<file path="src/rtl/uart_autobaud.sv">
// -----------------------------------------------------------------------------
// uart_autobaud
//
// Purpose:
//   Measures a received 0x55 sync character (8N1, LSB first) on an already
//   synchronised RX line and derives the 16-bit NCO increment used by the UART
//   core's baud generator (tick_x16 = fclk * NCO / 2^16).
//
//   Idle low on the start bit begins the measurement. 0x55 framed as 8N1
//   produces exactly five low->high transitions. The fifth one is the leading
//   edge of the stop bit, which arrives nine bit times after the start edge.
//   T (the number of cycles spanning nine bits) therefore gives
//       NCO = 2^16 * 16 / (T / 9) = 0x900000 / T
//   This value is computed with a restoring divider, one quotient bit per cycle.
//
// Parameters:
//   CntW        width of the period counter and of the divider
//   TimeoutCnt  MEASURE cycle count at which the measurement is abandoned
//
// Ports:
//   clk_i        single clock, rising edge
//   rst_i        synchronous active-high reset
//   enable_i     block enable; low forces IDLE on the next edge
//   start_i      one-cycle pulse that arms one measurement (IDLE only)
//   rx_i         synchronised RX line, idle high
//   busy_o       high in every state except IDLE
//   done_o       one-cycle pulse when a usable increment has been stored
//   err_o        one-cycle pulse on timeout or out-of-range result
//   nco_o        last valid NCO increment
//   nco_valid_o  sticky flag, set by the first successful measurement
// -----------------------------------------------------------------------------
module uart_autobaud #(
    parameter int              CntW       = 24,
    parameter logic [CntW-1:0] TimeoutCnt = 24'hFFFFFF
) (
    input  logic        clk_i,
    input  logic        rst_i,
    input  logic        enable_i,
    input  logic        start_i,
    input  logic        rx_i,
    output logic        busy_o,
    output logic        done_o,
    output logic        err_o,
    output logic [15:0] nco_o,
    output logic        nco_valid_o
);

    // 2^16 * 16 * 9: converts a nine-bit span into an x16 NCO increment.
    localparam logic [CntW-1:0] Dividend  = CntW'(24'h900000);
    localparam logic [CntW-1:0] LastStep  = CntW'(CntW - 1);

    typedef enum logic [2:0] {
        ST_IDLE,
        ST_WAIT_FALL,
        ST_MEASURE,
        ST_DIVIDE,
        ST_DONE
    } state_t;

    state_t            state_q,     state_d;
    logic              rx_q;
    logic [CntW-1:0]   cnt_q,       cnt_d;
    logic [2:0]        rise_cnt_q,  rise_cnt_d;
    logic [CntW-1:0]   t_q,         t_d;
    logic [CntW-1:0]   rem_q,       rem_d;
    logic [CntW-1:0]   quo_q,       quo_d;
    logic [15:0]       nco_q,       nco_d;
    logic              nco_valid_q, nco_valid_d;

    logic              fall;
    logic              rise;
    logic [CntW:0]     rem_shift;
    logic              rem_ge;
    logic              quo_ok;

    assign fall = rx_q & ~rx_i;
    assign rise = ~rx_q & rx_i;

    // One restoring-division step: bring down the next dividend bit from the
    // top of the quotient shift register and try to subtract the divisor.
    assign rem_shift = {rem_q, quo_q[CntW-1]};
    assign rem_ge    = (rem_shift >= {1'b0, t_q});

    // Zero means the line was far too slow; anything above 16 bits means it
    // was too fast for the x16 generator. Neither can be programmed.
    assign quo_ok = (quo_q != '0) && (quo_q[CntW-1:16] == '0);

    assign busy_o      = (state_q != ST_IDLE);
    assign nco_o       = nco_q;
    assign nco_valid_o = nco_valid_q;

    always_comb begin
        state_d     = state_q;
        cnt_d       = cnt_q;
        rise_cnt_d  = rise_cnt_q;
        t_d         = t_q;
        rem_d       = rem_q;
        quo_d       = quo_q;
        nco_d       = nco_q;
        nco_valid_d = nco_valid_q;
        done_o      = 1'b0;
        err_o       = 1'b0;

        // Reset or disable abandons whatever is in flight without reporting.
        if (rst_i || !enable_i) begin
            state_d = ST_IDLE;
        end else begin
            case (state_q)
                ST_IDLE: begin
                    if (start_i) begin
                        state_d = ST_WAIT_FALL;
                    end
                end

                ST_WAIT_FALL: begin
                    if (fall) begin
                        state_d    = ST_MEASURE;
                        cnt_d      = '0;
                        rise_cnt_d = '0;
                    end
                end

                ST_MEASURE: begin
                    // Timeout is tested first so a rise on the same cycle
                    // cannot rescue the measurement.
                    if (cnt_q == TimeoutCnt) begin
                        err_o   = 1'b1;
                        state_d = ST_IDLE;
                    end else if (rise && (rise_cnt_q == 3'd4)) begin
                        // Start edge was seen one cycle before cnt=0, so the
                        // span is one more than the count.
                        t_d        = cnt_q + CntW'(1);
                        rem_d      = '0;
                        quo_d      = Dividend;
                        cnt_d      = '0;
                        rise_cnt_d = 3'd5;
                        state_d    = ST_DIVIDE;
                    end else begin
                        cnt_d = cnt_q + CntW'(1);
                        if (rise) begin
                            rise_cnt_d = rise_cnt_q + 3'd1;
                        end
                    end
                end

                ST_DIVIDE: begin
                    // cnt is reused as the step counter; quo_q shifts the
                    // dividend out at the top and the quotient in at the bottom.
                    if (rem_ge) begin
                        rem_d = rem_shift[CntW-1:0] - t_q;
                    end else begin
                        rem_d = rem_shift[CntW-1:0];
                    end
                    quo_d = {quo_q[CntW-2:0], rem_ge};
                    cnt_d = cnt_q + CntW'(1);
                    if (cnt_q == LastStep) begin
                        state_d = ST_DONE;
                    end
                end

                ST_DONE: begin
                    if (quo_ok) begin
                        nco_d       = quo_q[15:0];
                        nco_valid_d = 1'b1;
                        done_o      = 1'b1;
                    end else begin
                        err_o = 1'b1;
                    end
                    state_d = ST_IDLE;
                end

                default: begin
                    state_d = ST_IDLE;
                end
            endcase
        end
    end

    always_ff @(posedge clk_i) begin
        if (rst_i) begin
            state_q     <= ST_IDLE;
            rx_q        <= 1'b1;
            cnt_q       <= '0;
            rise_cnt_q  <= '0;
            t_q         <= '0;
            rem_q       <= '0;
            quo_q       <= '0;
            nco_q       <= 16'h0;
            nco_valid_q <= 1'b0;
        end else begin
            state_q     <= state_d;
            rx_q        <= rx_i;
            cnt_q       <= cnt_d;
            rise_cnt_q  <= rise_cnt_d;
            t_q         <= t_d;
            rem_q       <= rem_d;
            quo_q       <= quo_d;
            nco_q       <= nco_d;
            nco_valid_q <= nco_valid_d;
        end
    end

endmodule
</file>
<file path="config.mk">
export PLATFORM = sky130hd
export DESIGN_NAME = uart_autobaud
export DESIGN_NICKNAME = d
export VERILOG_FILES = /design/src/rtl/uart_autobaud.sv
export SDC_FILE = /design/constraint.sdc
export NUM_CORES = 1
export LEC_CHECK = 0
export ABC_CLOCK_PERIOD_IN_PS = 3500
export BUFFER_PORTS_ARGS = -buffer_cell sky130_fd_sc_hd__buf_2
export CORE_MARGIN = 3
export CORE_UTILIZATION = 60
export CTS_CLUSTER_DIAMETER = 50
export DETAILED_ROUTE_END_ITERATION = 7
export GPL_TIMING_DRIVEN = 0
export MAX_ROUTING_LAYER = met4
export PLACE_DENSITY = 0.83
export SLEW_MARGIN = 10
export SYNTH_ARGS = -nofsm -noshare
export SYNTH_HDL_FRONTEND = slang
export SYNTH_SLANG_ARGS = --single-unit
</file>
<file path="constraint.sdc">
create_clock -name clk_i -period 3.5 [get_ports clk_i]
set_clock_uncertainty 0.15 [all_clocks]
set_input_delay 0.525 -clock clk_i [delete_from_list [all_inputs] [get_ports clk_i]]
set_output_delay 0.525 -clock clk_i [all_outputs]
set_load 0.01 [all_outputs]
</file>
==> summary.md, run 1 <==
| Metric | Value |
|---|---|
| Final Setup Violations | `0` |
| Flip-flop and latch count after synthesis | `120` |
| Worst Setup End Kind | `output pin` |
| Share of cells above drive strength 1 | `0.106` |
| Most frequent cells in the layout | `120 x dfxtp_1, 101 x nor2_1, 74 x nand2_1` |
| Post-synthesis async set-or-reset flop share | `0` |
| Post-Syn Area | `6560 um^2` |
| Max transition margin | `0.382` |
| Vias | `6349` |
| Tmin final | `3.35 ns` |
| Final Wtd Congestion | `0.927` |
| Setup TNS | `0 ns` |
| R2r endpoint | `rem_q[22]` |
| Top-Level Pins | `25` |
| Yosys warning total | `0` |
| Post-route clock period utilization | `0.957` |
| Sequential area share after synthesis | `0.366` |
| Reg clk slew, reported paths | `0.06 ns` |
| Row count | `37` |
| Synth unique cells | `63` |
| Clock root cell | `clkbuf_8` |
| Drt pass-1 iters | `8` |
| DP Wirelength | `12400 um` |
| CTS tree | `built` |
| Post-Syn Nets | `852` |
| Vias in the first global route | `5954` |
| Port Buffers | `24` |
| Fmax | `298 MHz` |
| Reg2Reg Setup Slack | `0.43 ns` |
| First-pass GRT wire length | `29300 um` |
| Antenna viol nets, final | `0` |
| Most common cell after layout, fill and taps aside | `dfxtp_1` |
| Max FO, Critical Path | `10` |
| Vias/cell | `6.30` |
| Total wire length | `17700 um` |
| Prevailing post-synth register cell | `dfxtp_1` |
| Cts hold-fix bufs | `0` |
| Final Power | `3370 uW` |
| Core footprint | `10500 um^2` |
| Final WS setup | `0.149 ns` |
| CP required | `2.82 ns` |
| Overflow after GRT | `0` |
| Final Max Slew Viols | `0` |
| Pin count of the biggest net entering global routing | `17` |
| Post-CTS resize count | `0` |
| Synthesis-to-layout area growth | `14.2%` |
| Unrepaired setup endpoints after global routing | `false` |
| CP Class | `reg2out` |
| Pre-CTS setup slack | `0.397 ns` |
| Post-CTS setup buffer count | `0` |
| Total CTS buffers | `17` |
| Clock Latency Late Sink | `0.52 ns` |
| Die H | `111 um` |
| Detailed Route Iter0 Violations | `561` |
| Crit path DAT | `2.68 ns` |
| Width of the die | `111 um` |
| Slew @ Worst Pin | `0.915 ns` |
| Final net count | `894` |
| Synthesized area per cell | `8.01 um^2` |
| Placed Area | `6850 um^2` |
| Starting density of the core | `0.627` |
| Post-synth EDFFs | `0` |
| DRC Markers | `0` |
| CTS sink count | `120` |
| Status | `completed` |
| Total Routing Usage GR | `0.297` |
| H-tree depth | `4` |
| Diode count | `0` |
| Worst r2r path cells | `9` |
| Worst reg2reg path startpoint | `t_q[2]` |
| Worst-case clock buffer depth | `2` |
| Total leakage power | `0.00294 uW` |
| Die Area | `12200 um^2` |
| Fin area | `7490 um^2` |
| Final hold vios | `0` |
| Initial antenna violation count | `0` |
| Peak supply drop | `364 uV` |
| Post-Syn Instances | `819` |
| Max_cap viols | `0` |
| Routed length per instance | `17.6 um` |
| Cell area power density | `449 nW/um^2` |
| Setup crit start | `quo_q[16]` |
| Worst min path class | `in2reg` |
| Critical Path Source Type | `flop` |
| Setup crit end | `done_o` |
critical path, cell delays in order, from the launching register on:
cell and delay, ns:
dfxtp_1 0.32, nor4_1 0.31, nand3_1 0.16, or4_1 0.72
inv_2 0.23, buf_2 0.25, buf_2 0.17
where the power goes:
group | switching (uW) | internal [uW] | total (uW)
registers | 1.01 | 1370 | 1370
logic | 60.2 | 20.8 | 81.0
clock network | 623 | 1290 | 1910
cells by family after synthesis:
| kind of cell | after synthesis | share of synthesized area |
|---|---|---|
| compound gates | 239 | 0.235 |
| xor+xnor | 39 | 0.0521 |
| fa+ha+maj | 28 | 0.0546 |
| buf+inv | 90 | 0.0563 |
| flops | 120 | 0.366 |
| mux | 5 | 0.00763 |
| simple gates | 298 | 0.228 |
state kept, by name, summed over array words and instances (netlist names):
name,count
rise_cnt_q,3
state_q,3
nco_valid_o,1
rx_q,1
nco_o,16
rem_q,24
quo_q,24
cnt_q,24
t_q,24
stage by stage:
stage	cells	hold slack (ns)	utilization
4_1_cts	1008	0.0640	0.716
5_1_grt	1007	0.0804	0.716
3_3_place_gp	979	0.282	0.655
2_1_floorplan	819	0.308	-
3_5_place_dp	979	0.294	0.655
6_report	1007	0.0661	0.716
how the worst min path moves through the flow:
stage	start	endpoint	slack, ns	depth (start not counted)
2_1_floorplan	quo_q[10]	nco_o[10]	0.31	2
3_3_place_gp	nco_valid_o	nco_valid_o	0.28	2
3_5_place_dp	nco_valid_o	nco_valid_o	0.29	2
4_1_cts	rx_i	rx_q	0.06	2
5_1_grt	rx_i	rx_q	0.08	2
6_report	rx_i	rx_q	0.07	2
layer usage:
layer | GRT usage | routed length, um
met1 | 0.368 | 7510
met2 | 0.479 | 8430
met3 | 0.0597 | 1250
met4 | 0.111 | 507
met5 | - | 0
synth_stat cells, drive strengths merged (7+ instances only):
cell type  count  area (um^2)
buf           19         98.9
and3          14         87.6
nand3b        12         90.1
nand3         16         85.1
a21o           7         52.6
xnor2         23          201
a22oi         53          398
dfxtp        120         2400
a211oi        29          218
o21ai         57          289
xor2          16          140
inv           43          161
ha            27          338
nor2         102          385
clkbuf        28          109
nand2b        15         93.8
nand2         74          278
nor4          13          103
a21oi         60          308
nand4         13          100
nor3          13         76.3
area by class of cell:
class | count | area (um^2)
Multi-Input combinational cell | 609 | 3790
Clock buffer | 21 | 469
Buffer | 46 | 204
Timing Repair Buffer | 24 | 120
Fill cell | 798 | 2970
Inverter | 43 | 161
Tap cell | 136 | 170
Clock inverter | 8 | 169
Sequential cell | 120 | 2400
Note: power is estimated with default switching activity, not from simulation.
==> run 2, diff against run 1 <==
--- a/config.mk
+++ b/config.mk
@@ -7,6 +7,7 @@
 export LEC_CHECK = 0
 export ABC_CLOCK_PERIOD_IN_PS = 3500
 export BUFFER_PORTS_ARGS = -buffer_cell sky130_fd_sc_hd__buf_2
+export CORE_ASPECT_RATIO = 2
 export CORE_MARGIN = 3
 export CORE_UTILIZATION = 60
 export CTS_CLUSTER_DIAMETER = 50
==> summary.md, run 2 (same netlist as run 1, synthesis figures left out) <==
| Metric | Value |
|---|---|
| Post-layout util | `0.705` |
| DP Wirelength | `14600 um` |
| Die Area | `12300 um^2` |
| Final Wtd Congestion | `0.990` |
| Max_cap viols | `0` |
| CP required | `2.82 ns` |
| Placed Area | `6850 um^2` |
| Cts hold-fix bufs | `0` |
| Starting density of the core | `0.618` |
| Final WS setup | `0.191 ns` |
| Critical Path Source Type | `flop` |
| Worst reg2reg path startpoint | `quo_q[23]` |
| Fin area | `7480 um^2` |
| Final Max Slew Viols | `0` |
| Most frequent cells in the layout | `120 x dfxtp_1, 101 x nor2_1, 74 x nand2_1` |
| Unrepaired setup endpoints after global routing | `false` |
| Antenna viol nets, final | `0` |
| H-tree depth | `4` |
| Post-route clock period utilization | `0.945` |
| Core footprint | `10600 um^2` |
| Cell area power density | `444 nW/um^2` |
| Total CTS buffers | `17` |
| Die H | `154 um` |
| Overflow after GRT | `0` |
| Worst min path class | `in2reg` |
| Final Setup Violations | `0` |
| CTS tree | `built` |
| Vias/cell | `6.22` |
| Clock root cell | `clkbuf_16` |
| Worst hold start | `rx_i` |
| CP Class | `reg2out` |
| Max FO, Critical Path | `10` |
| Pin count of the biggest net entering global routing | `17` |
| Vias in the first global route | `6402` |
| Pre-CTS setup slack | `0.356 ns` |
| Vias | `6291` |
| Detailed Route Iter0 Violations | `312` |
| Fmax | `302 MHz` |
| Synthesis-to-layout area growth | `14.1%` |
| First-pass GRT wire length | `30500 um` |
| Top-Level Pins | `25` |
| Drt pass-1 iters | `5` |
| Slew @ Worst Pin | `1.07 ns` |
| Port Buffers | `24` |
| Clock Latency Late Sink | `0.41 ns` |
| Worst-case clock buffer depth | `2` |
| Share of cells above drive strength 1 | `0.109` |
| Initial antenna violation count | `0` |
| Reg clk slew, reported paths | `0.06 ns` |
| Status | `completed` |
| Total leakage power | `0.00291 uW` |
| Setup crit start | `quo_q[16]` |
| Peak supply drop | `472 uV` |
| DRC Markers | `0` |
| Worst Setup End Kind | `output pin` |
| Setup TNS | `0 ns` |
| Row count | `53` |
| CTS sink count | `120` |
| Tmin final | `3.31 ns` |
| Final hold vios | `0` |
| Width of the die | `79.9 um` |
| Post-CTS setup buffer count | `0` |
| Routed length per instance | `18.8 um` |
| Most common cell after layout, fill and taps aside | `dfxtp_1` |
| Crit path DAT | `2.63 ns` |
| Diode count | `0` |
| Total wire length | `19000 um` |
| Max transition margin | `0.278` |
| Final net count | `895` |
| Total Routing Usage GR | `0.328` |
run 2: path summary, 6_finish.rpt:
| path | end | slack [ns] | cells past startpoint |
|---|---|---|---|
| worst min-delay path | rx_q | 0.21 | 2 |
| worst max-delay path | done_o | 0.19 | 7 |
| worst max register to register | rem_q[22] | 0.27 | 10 |
| worst min register to register | nco_valid_o | 0.29 | 2 |
run 2: cell type report:
type	instances	area, um^2
well taps	137	171
plain buffers	47	208
clock buffers	17	425
inverters	43	161
multi-input cells	609	3790
repair buffers	24	120
flip-flops and latches	120	2400
clock inverters	15	201
fillers	902	3130
run 2: what timing repair did:
item,4_1_cts,5_1_grt
setup endpoints to repair,0,1
gates resized for setup,0,1
endpoints found under the hold margin,0,0
run 2: metal layers:
metal,wire length (um),GRT usage
met5,0,-
met4,1480,0.243
met3,724,0.0463
met2,10500,0.603
met1,6290,0.287
run 2: per-stage QoR:
| stage | total power, uW | instances | hold slack [ns] |
|---|---|---|---|
| 2_1_floorplan | 1450 | 819 | 0.308 |
| 3_3_place_gp | 1480 | 980 | 0.281 |
| 3_5_place_dp | 1480 | 980 | 0.290 |
| 4_1_cts | 3330 | 1012 | 0.194 |
| 5_1_grt | 3410 | 1012 | 0.217 |
| 6_report | 3320 | 1012 | 0.205 |
run 2: worst max-delay path, cell delays in order, from the launching register on:
cell and delay, ns:
dfxtp_1 0.33, nor4_2 0.34, nand3_1 0.20, or4_1 0.51, clkbuf_1 0.25, inv_2 0.20
buf_2 0.24, buf_2 0.16
run 2: report_power, final:
part           total (uW)  internal, uW  leakage, uW  switching (uW)
Clock                1870          1190     0.000288             674
Combinational        84.1          20.8      0.00166            63.3
Sequential           1370          1370     0.000966            1.30
Total                3320          2580      0.00291             738
